## config.mk

```make
export PLATFORM = sky130hd
export DESIGN_NAME = matrix_host_flat
export DESIGN_NICKNAME = d
export VERILOG_FILES = /design/src/rtl/matrix_host_if.sv /design/src/rtl/matrix_host.sv /design/src/flat_wrapper.sv
export SDC_FILE = /design/constraint.sdc
export NUM_CORES = 1
export LEC_CHECK = 0
export ABC_AREA = 1
export CAP_MARGIN = 10
export CORE_MARGIN = 5
export CORE_UTILIZATION = 60
export CTS_BUF_LIST = sky130_fd_sc_hd__clkbuf_8
export DETAILED_ROUTE_END_ITERATION = 8
export GPL_ROUTABILITY_DRIVEN = 0
export PLACE_DENSITY = 0.84
export SLEW_MARGIN = 20
export SYNTH_ARGS = -nofsm -noshare
export SYNTH_HDL_FRONTEND = slang
export SYNTH_SLANG_ARGS = --single-unit
export TNS_END_PERCENT = 10
```

## constraint.sdc

```tcl
create_clock -name clk -period 3.3 [get_ports clk]
set_input_delay 0.66 -clock clk [delete_from_list [all_inputs] [get_ports clk]]
set_output_delay 0.66 -clock clk [all_outputs]
set_load 0.05 [all_outputs]
```

## src/rtl/matrix_host_if.sv

```systemverilog
// Stream interface between the matrix host and the 2x2 complex multiplier.
// The host owns the master side: it drives the sample stream and receives results.
interface matrix_host_if #(
  parameter int DW_IN  = 7,
  parameter int DW_OUT = 9
);
  logic                     mx_in_valid;
  logic signed [DW_IN-1:0]  mx_in_real;
  logic signed [DW_IN-1:0]  mx_in_image;
  logic                     mx_out_valid;
  logic signed [DW_OUT-1:0] mx_out_real;
  logic signed [DW_OUT-1:0] mx_out_image;
  logic                     mx_busy;

  modport master (
    output mx_in_valid, mx_in_real, mx_in_image,
    input  mx_out_valid, mx_out_real, mx_out_image, mx_busy
  );

  modport slave (
    input  mx_in_valid, mx_in_real, mx_in_image,
    output mx_out_valid, mx_out_real, mx_out_image, mx_busy
  );
endinterface

```

## src/rtl/matrix_host.sv

```systemverilog
// Host-side driver/collector for the 2x2 signed complex matrix multiplier.
// Holds eight samples (A in slots 0-3, B in slots 4-7), streams them as one
// gap-free frame on start, then gathers the four serial results c00..c11
// into a result bank with a per-result timeout.
module matrix_host #(
  parameter int DW_IN   = 7,
  parameter int DW_OUT  = 9,
  parameter int TIMEOUT = 32
) (
  input  logic                     clk,
  input  logic                     rst,
  input  logic                     ld_we,
  input  logic [2:0]               ld_addr,
  input  logic signed [DW_IN-1:0]  ld_real,
  input  logic signed [DW_IN-1:0]  ld_image,
  input  logic                     start,
  input  logic [1:0]               rd_addr,
  output logic signed [DW_OUT-1:0] rd_real,
  output logic signed [DW_OUT-1:0] rd_image,
  output logic                     host_busy,
  output logic                     done,
  output logic                     err,
  matrix_host_if.master            mx
);

  localparam int TW = $clog2(TIMEOUT + 1);
  localparam logic [TW-1:0] TMO_LAST = TW'(TIMEOUT - 1);
  localparam logic [TW-1:0] TMO_ONE  = TW'(1);

  typedef enum logic [2:0] {
    S_IDLE    = 3'd0,
    S_SEND    = 3'd1,
    S_WAIT    = 3'd2,
    S_COLLECT = 3'd3,
    S_DONE    = 3'd4
  } state_t;

  state_t                   state_r;
  logic signed [DW_IN-1:0]  smp_real_r  [8];
  logic signed [DW_IN-1:0]  smp_image_r [8];
  logic signed [DW_OUT-1:0] res_real_r  [4];
  logic signed [DW_OUT-1:0] res_image_r [4];
  logic [2:0]               smp_cnt_r;
  logic [1:0]               res_cnt_r;
  logic [TW-1:0]            tmo_cnt_r;
  logic signed [DW_IN-1:0]  first_real_s;
  logic signed [DW_IN-1:0]  first_image_s;
  logic                     start_ok_s;

  // A start accepted together with a write to slot 0 must send the new value.
  always_comb begin
    first_real_s  = smp_real_r[0];
    first_image_s = smp_image_r[0];
    if (ld_we && (ld_addr == 3'd0)) begin
      first_real_s  = ld_real;
      first_image_s = ld_image;
    end else begin
      first_real_s  = smp_real_r[0];
      first_image_s = smp_image_r[0];
    end
  end

  assign start_ok_s = (state_r == S_IDLE) && start && !mx.mx_busy;

  // Result bank is read combinationally from its registers.
  assign rd_real  = res_real_r[rd_addr];
  assign rd_image = res_image_r[rd_addr];

  // Transfer FSM: sample bank, send stream, result capture, timeout and flags.
  always_ff @(posedge clk) begin
    if (rst) begin
      state_r        <= S_IDLE;
      for (int i = 0; i < 8; i++) begin
        smp_real_r[i]  <= '0;
        smp_image_r[i] <= '0;
      end
      for (int i = 0; i < 4; i++) begin
        res_real_r[i]  <= '0;
        res_image_r[i] <= '0;
      end
      smp_cnt_r      <= 3'd0;
      res_cnt_r      <= 2'd0;
      tmo_cnt_r      <= '0;
      host_busy      <= 1'b0;
      done           <= 1'b0;
      err            <= 1'b0;
      mx.mx_in_valid <= 1'b0;
      mx.mx_in_real  <= '0;
      mx.mx_in_image <= '0;
    end else begin
      case (state_r)
        S_IDLE: begin
          done <= 1'b0;
          if (ld_we) begin
            smp_real_r[ld_addr]  <= ld_real;
            smp_image_r[ld_addr] <= ld_image;
          end
          if (start_ok_s) begin
            for (int i = 0; i < 4; i++) begin
              res_real_r[i]  <= '0;
              res_image_r[i] <= '0;
            end
            err            <= 1'b0;
            smp_cnt_r      <= 3'd0;
            res_cnt_r      <= 2'd0;
            host_busy      <= 1'b1;
            mx.mx_in_valid <= 1'b1;
            mx.mx_in_real  <= first_real_s;
            mx.mx_in_image <= first_image_s;
            state_r        <= S_SEND;
          end else begin
            host_busy      <= 1'b0;
            mx.mx_in_valid <= 1'b0;
            mx.mx_in_real  <= '0;
            mx.mx_in_image <= '0;
          end
        end
        S_SEND: begin
          // smp_cnt_r is the slot currently on the bus; preload the next one.
          if (smp_cnt_r == 3'd7) begin
            mx.mx_in_valid <= 1'b0;
            mx.mx_in_real  <= '0;
            mx.mx_in_image <= '0;
            tmo_cnt_r      <= '0;
            state_r        <= S_WAIT;
          end else begin
            mx.mx_in_valid <= 1'b1;
            mx.mx_in_real  <= smp_real_r[smp_cnt_r + 3'd1];
            mx.mx_in_image <= smp_image_r[smp_cnt_r + 3'd1];
            smp_cnt_r      <= smp_cnt_r + 3'd1;
          end
        end
        S_WAIT, S_COLLECT: begin
          // A capture always wins over an expiring timeout in the same cycle.
          if (mx.mx_out_valid) begin
            res_real_r[res_cnt_r]  <= mx.mx_out_real;
            res_image_r[res_cnt_r] <= mx.mx_out_image;
            res_cnt_r              <= res_cnt_r + 2'd1;
            tmo_cnt_r              <= '0;
            if (res_cnt_r == 2'd3) begin
              done    <= 1'b1;
              state_r <= S_DONE;
            end else begin
              state_r <= S_COLLECT;
            end
          end else if (tmo_cnt_r == TMO_LAST) begin
            err     <= 1'b1;
            done    <= 1'b1;
            state_r <= S_DONE;
          end else begin
            tmo_cnt_r <= tmo_cnt_r + TMO_ONE;
          end
        end
        S_DONE: begin
          done      <= 1'b0;
          host_busy <= 1'b0;
          state_r   <= S_IDLE;
        end
        default: begin
          done           <= 1'b0;
          host_busy      <= 1'b0;
          mx.mx_in_valid <= 1'b0;
          mx.mx_in_real  <= '0;
          mx.mx_in_image <= '0;
          state_r        <= S_IDLE;
        end
      endcase
    end
  end

endmodule
```

## src/flat_wrapper.sv

```systemverilog
// flat-port wrapper written by rule: the top's interface ports become plain ports
module matrix_host_flat 
#(
  parameter int DW_IN   = 7,
  parameter int DW_OUT  = 9,
  parameter int TIMEOUT = 32
)
  (clk, rst, ld_we, ld_addr, ld_real, ld_image, start, rd_addr, rd_real, rd_image, host_busy, done, err, mx_mx_in_valid, mx_mx_in_real, mx_mx_in_image, mx_mx_out_valid, mx_mx_out_real, mx_mx_out_image, mx_mx_busy);
  matrix_host_if #(.DW_IN(DW_IN), .DW_OUT(DW_OUT)) mx_i ();
  input  logic clk;
  input  logic rst;
  input  logic ld_we;
  input  logic [2:0] ld_addr;
  input  logic signed [DW_IN-1:0] ld_real;
  input  logic signed [DW_IN-1:0] ld_image;
  input  logic start;
  input  logic [1:0] rd_addr;
  output logic signed [DW_OUT-1:0] rd_real;
  output logic signed [DW_OUT-1:0] rd_image;
  output logic host_busy;
  output logic done;
  output logic err;
  output wire logic [$bits(mx_i.mx_in_valid)-1:0] mx_mx_in_valid;
  output wire logic [$bits(mx_i.mx_in_real)-1:0] mx_mx_in_real;
  output wire logic [$bits(mx_i.mx_in_image)-1:0] mx_mx_in_image;
  input wire logic [$bits(mx_i.mx_out_valid)-1:0] mx_mx_out_valid;
  input wire logic [$bits(mx_i.mx_out_real)-1:0] mx_mx_out_real;
  input wire logic [$bits(mx_i.mx_out_image)-1:0] mx_mx_out_image;
  input wire logic [$bits(mx_i.mx_busy)-1:0] mx_mx_busy;
  assign mx_mx_in_valid = mx_i.mx_in_valid;
  assign mx_mx_in_real = mx_i.mx_in_real;
  assign mx_mx_in_image = mx_i.mx_in_image;
  assign mx_i.mx_out_valid = mx_mx_out_valid;
  assign mx_i.mx_out_real = mx_mx_out_real;
  assign mx_i.mx_out_image = mx_mx_out_image;
  assign mx_i.mx_busy = mx_mx_busy;
  matrix_host #(.DW_IN(DW_IN), .DW_OUT(DW_OUT), .TIMEOUT(TIMEOUT)) u_core (.clk(clk), .rst(rst), .ld_we(ld_we), .ld_addr(ld_addr), .ld_real(ld_real), .ld_image(ld_image), .start(start), .rd_addr(rd_addr), .rd_real(rd_real), .rd_image(rd_image), .host_busy(host_busy), .done(done), .err(err), .mx(mx_i));
endmodule
```

==> results of run 1 <==
-- flip-flops by register name, summed over array words and instances, names as in the netlist --
register               count
u_core.smp_image_r        56
u_core.smp_real_r         56
u_core.res_image_r        36
u_core.res_real_r         36
u_core.mx.mx_in_image      7
u_core.mx.mx_in_real       7
u_core.tmo_cnt_r           6
u_core.smp_cnt_r           3
u_core.state_r             3
u_core.res_cnt_r           2
u_core.done                1
u_core.err                 1
u_core.host_busy           1
u_core.mx.mx_in_valid      1
-- worst paths after layout --
check / from / end / slack (ns) / cells past startpoint
worst max-delay path: rd_addr[0] / rd_image[6] / 0.37 / 5
worst max register to register: u_core.smp_cnt_r[0] / u_core.mx.mx_in_real[1] / 1.11 / 8
worst min register to register: u_core.done / u_core.done / 0.45 / 2
worst min-delay path: u_core.done / u_core.done / 0.45 / 2
-- critical path: cells and delay by family --
family	cells	cell delay [ns]
buffers and inverters	3	1.26
AOI/OAI and AO/OA	2	0.34
-- layout make-up --
cell class                      instances  share of cell area (%)
Multi-Input combinational cell        717                    26.8
Clock buffer                           36                    4.25
Clock inverter                         23                   0.815
Inverter                              164                    5.28
Tap cell                              220                    2.36
Sequential cell                       216                    52.9
Timing Repair Buffer                   99                    7.66
-- layout by cell type (no fill, tap or decap) --
| cell type | n |
|---|---|
| dfxtp_1 | 31 |
| clkinvlp_4 | 1 |
| buf_4 | 39 |
| nand3b_1 | 1 |
| nand2_1 | 243 |
| nor2_2 | 3 |
| edfxtp_1 | 184 |
| ha_1 | 7 |
| or2_2 | 1 |
| nor2_4 | 3 |
| nand4_1 | 4 |
| nor3_2 | 1 |
| o21bai_1 | 1 |
| inv_1 | 178 |
| nor3_1 | 5 |
| nand3_1 | 103 |
| nand2_2 | 13 |
| clkdlybuf4s50_1 | 60 |
| inv_2 | 2 |
| o21ai_1 | 3 |
| a31oi_1 | 1 |
| dfxtp_2 | 1 |
| nor3_4 | 1 |
| nor2_1 | 245 |
| clkinv_1 | 5 |
| o22ai_1 | 18 |
| inv_6 | 1 |
| o21ai_0 | 53 |
| a21oi_1 | 10 |
| clkbuf_8 | 36 |
| nand3_2 | 1 |
-- per-stage QoR --
stage	hold slack (ns)	setup slack, ns	power, mW	cell area (µm²)
final	0.452	0.375	7.09	11700
after global routing	0.476	0.233	7.42	11700
after CTS	0.455	0.398	7.09	11700
after detailed placement	0.443	0.423	5.10	11100
after global placement	0.442	0.489	5.07	11100
after floorplan	0.449	0.579	4.55	10100
-- power by group through the flow --
| stage | logic, mW | registers [mW] | clock network, mW |
|---|---|---|---|
| after floorplan | 1.05 | 3.50 | 0 |
| after CTS | 1.73 | 3.33 | 2.04 |
| after global placement | 1.69 | 3.38 | 0 |
| after global routing | 1.89 | 3.35 | 2.18 |
| final | 1.74 | 3.33 | 2.02 |
| after detailed placement | 1.72 | 3.38 | 0 |
-- metal layers --
| metal | global-route usage [%] | vias up | share of wire (%) |
|---|---|---|---|
| met5 | 0 | - | 0 |
| met4 | 10.9 | 0 | 3.2 |
| met3 | 4.40 | 68 | 8.5 |
| met2 | 41.3 | 391 | 48 |
| met1 | 32.5 | 3809 | 41 |
| li1 | - | 3848 | - |
-- logic make-up after synthesis --
family          count (synthesis)  share of synthesized area (%)
compound gates                 86                           4.50
fa+ha+maj                       7                          0.864
buf+inv                       215                           8.38
flops                         216                           60.8
simple gates                  624                           25.5
==> reports/results.ini, run 1 <==
[setup_path]
slowest_delay_ns = 0.68
path_cells = clkdlybuf4s50_1, buf_4, o21ai_0, o22ai_1, buf_4
crit_fanout = 26
cp-end-kind = primary output
critPathLaunchType = input pin
cp.arrival_ns = 2.27
cp.required_ns = 2.64
worstSetupPathType = input pin to primary output
cpMostUsedCell = buf_4
slowest_stage = clkdlybuf4s50_1

[pwr]
p_int_mw = 4.74
leakage_nw = 5.19
p_sw_share_pct = 33.2
pwr-share-seq_pct = 47.0
irDropWorstVdd_uv = 546
power_density_nw_per_um2 = 608
comb_power_share_pct = 24.5
p_sw_mw = 2.36
pwr-share-clk_pct = 28.5

[grt]
grt_pass1_vias = 8068
grt_max_degree = 59
grt_overflow = 0
grt_pass1_wl_um = 39400
antenna_found_initial = 0
grt.total_usage_pct = 24.9

[logic_synthesis]
async_flop_share_pct = 0
yosysWarnings = 0
synth-seq-area-share_pct = 60.8
ys_ff_latch = 216
ys_types = 29
synth_top_area_cell = edfxtp_1
synth_top_area_share_pct = 54.5
synth_nets = 1198
synth-main-ff-cell = edfxtp_1
synth_common_cells = nor2_1, nand2_1, edfxtp_1
syn-cell-area_um2 = 10100
avgSynthCellArea_um2 = 8.83
synthTopCellsByArea = edfxtp_1, nor2_1, nand2_1, dfxtp_1, inv_1
synth_cells = 1148
synth_edf_count = 184
yosysMostFrequentCell = nor2_1

[sta]
fin_tns_setup_ns = 0
rsz0062_at_grt = no
slew_headroom_pct = 51.7
final.period_utilization_pct = 88.6
maxSlewViolCount = 0
min_period_ns = 2.93
setup-violations-final = 0
fmax_ghz = 0.342
final_hold_viol_count = 0
tightestPinTransition_ns = 0.722
fin_skew_ns = 0.0151

[finish]
fill_cells = 1288
final_cells = 1475
multiInputGateArea_um2 = 3130
final_nets = 1283
syn_to_final_growth_pct = 15.1
num_antenna_cells = 0
post-route-util_pct = 70.4
layout-drive-gt1-share_pct = 8.21
register_area_um2 = 6170

[routing]
wl_um = 24400
wl_per_cell_um = 16.5
drtPass1Iterations = 5
ant_nets = 0
drtIter0Drc = 955
route.detailed.drc = 0
num_vias = 8116
routed_via_density = 5.50

[run_status]
status = complete, no violations

[cts]
insertion_delay_ns = 0.53
cts_setup_buffers = 0
cts_tree = done
cts_resized = 0
clk_pin_slew_worst_paths_ns = 0.05
cts_buffers = 35
cts_hold_buf = 0
cts_htree_levels = 2
clockBufferDepth = 3
root_buffer = clkbuf_8
cts.sinks = 216

[die]
start_util_pct = 61.2
die_h_um = 140
die_w_um = 140
io_pins = 79
rows = 47
die-area_um2 = 19600
core-area_um2 = 16600

[place]
placedCellCount = 1416
dpl.hpwl_um = 16200
port-buffer-count = 78

[flow_run]
maxCapViolCount = 0

[min_path]
hp-class = flop to flop

Power figures use the tool's default switching activity.
==> run 2: changes to the inputs <==
CTS_CLUSTER_DIAMETER = 50   (was unset)
==> results of run 2 <==
No change in the layout: final DEF, timing and power equal those of run 1.
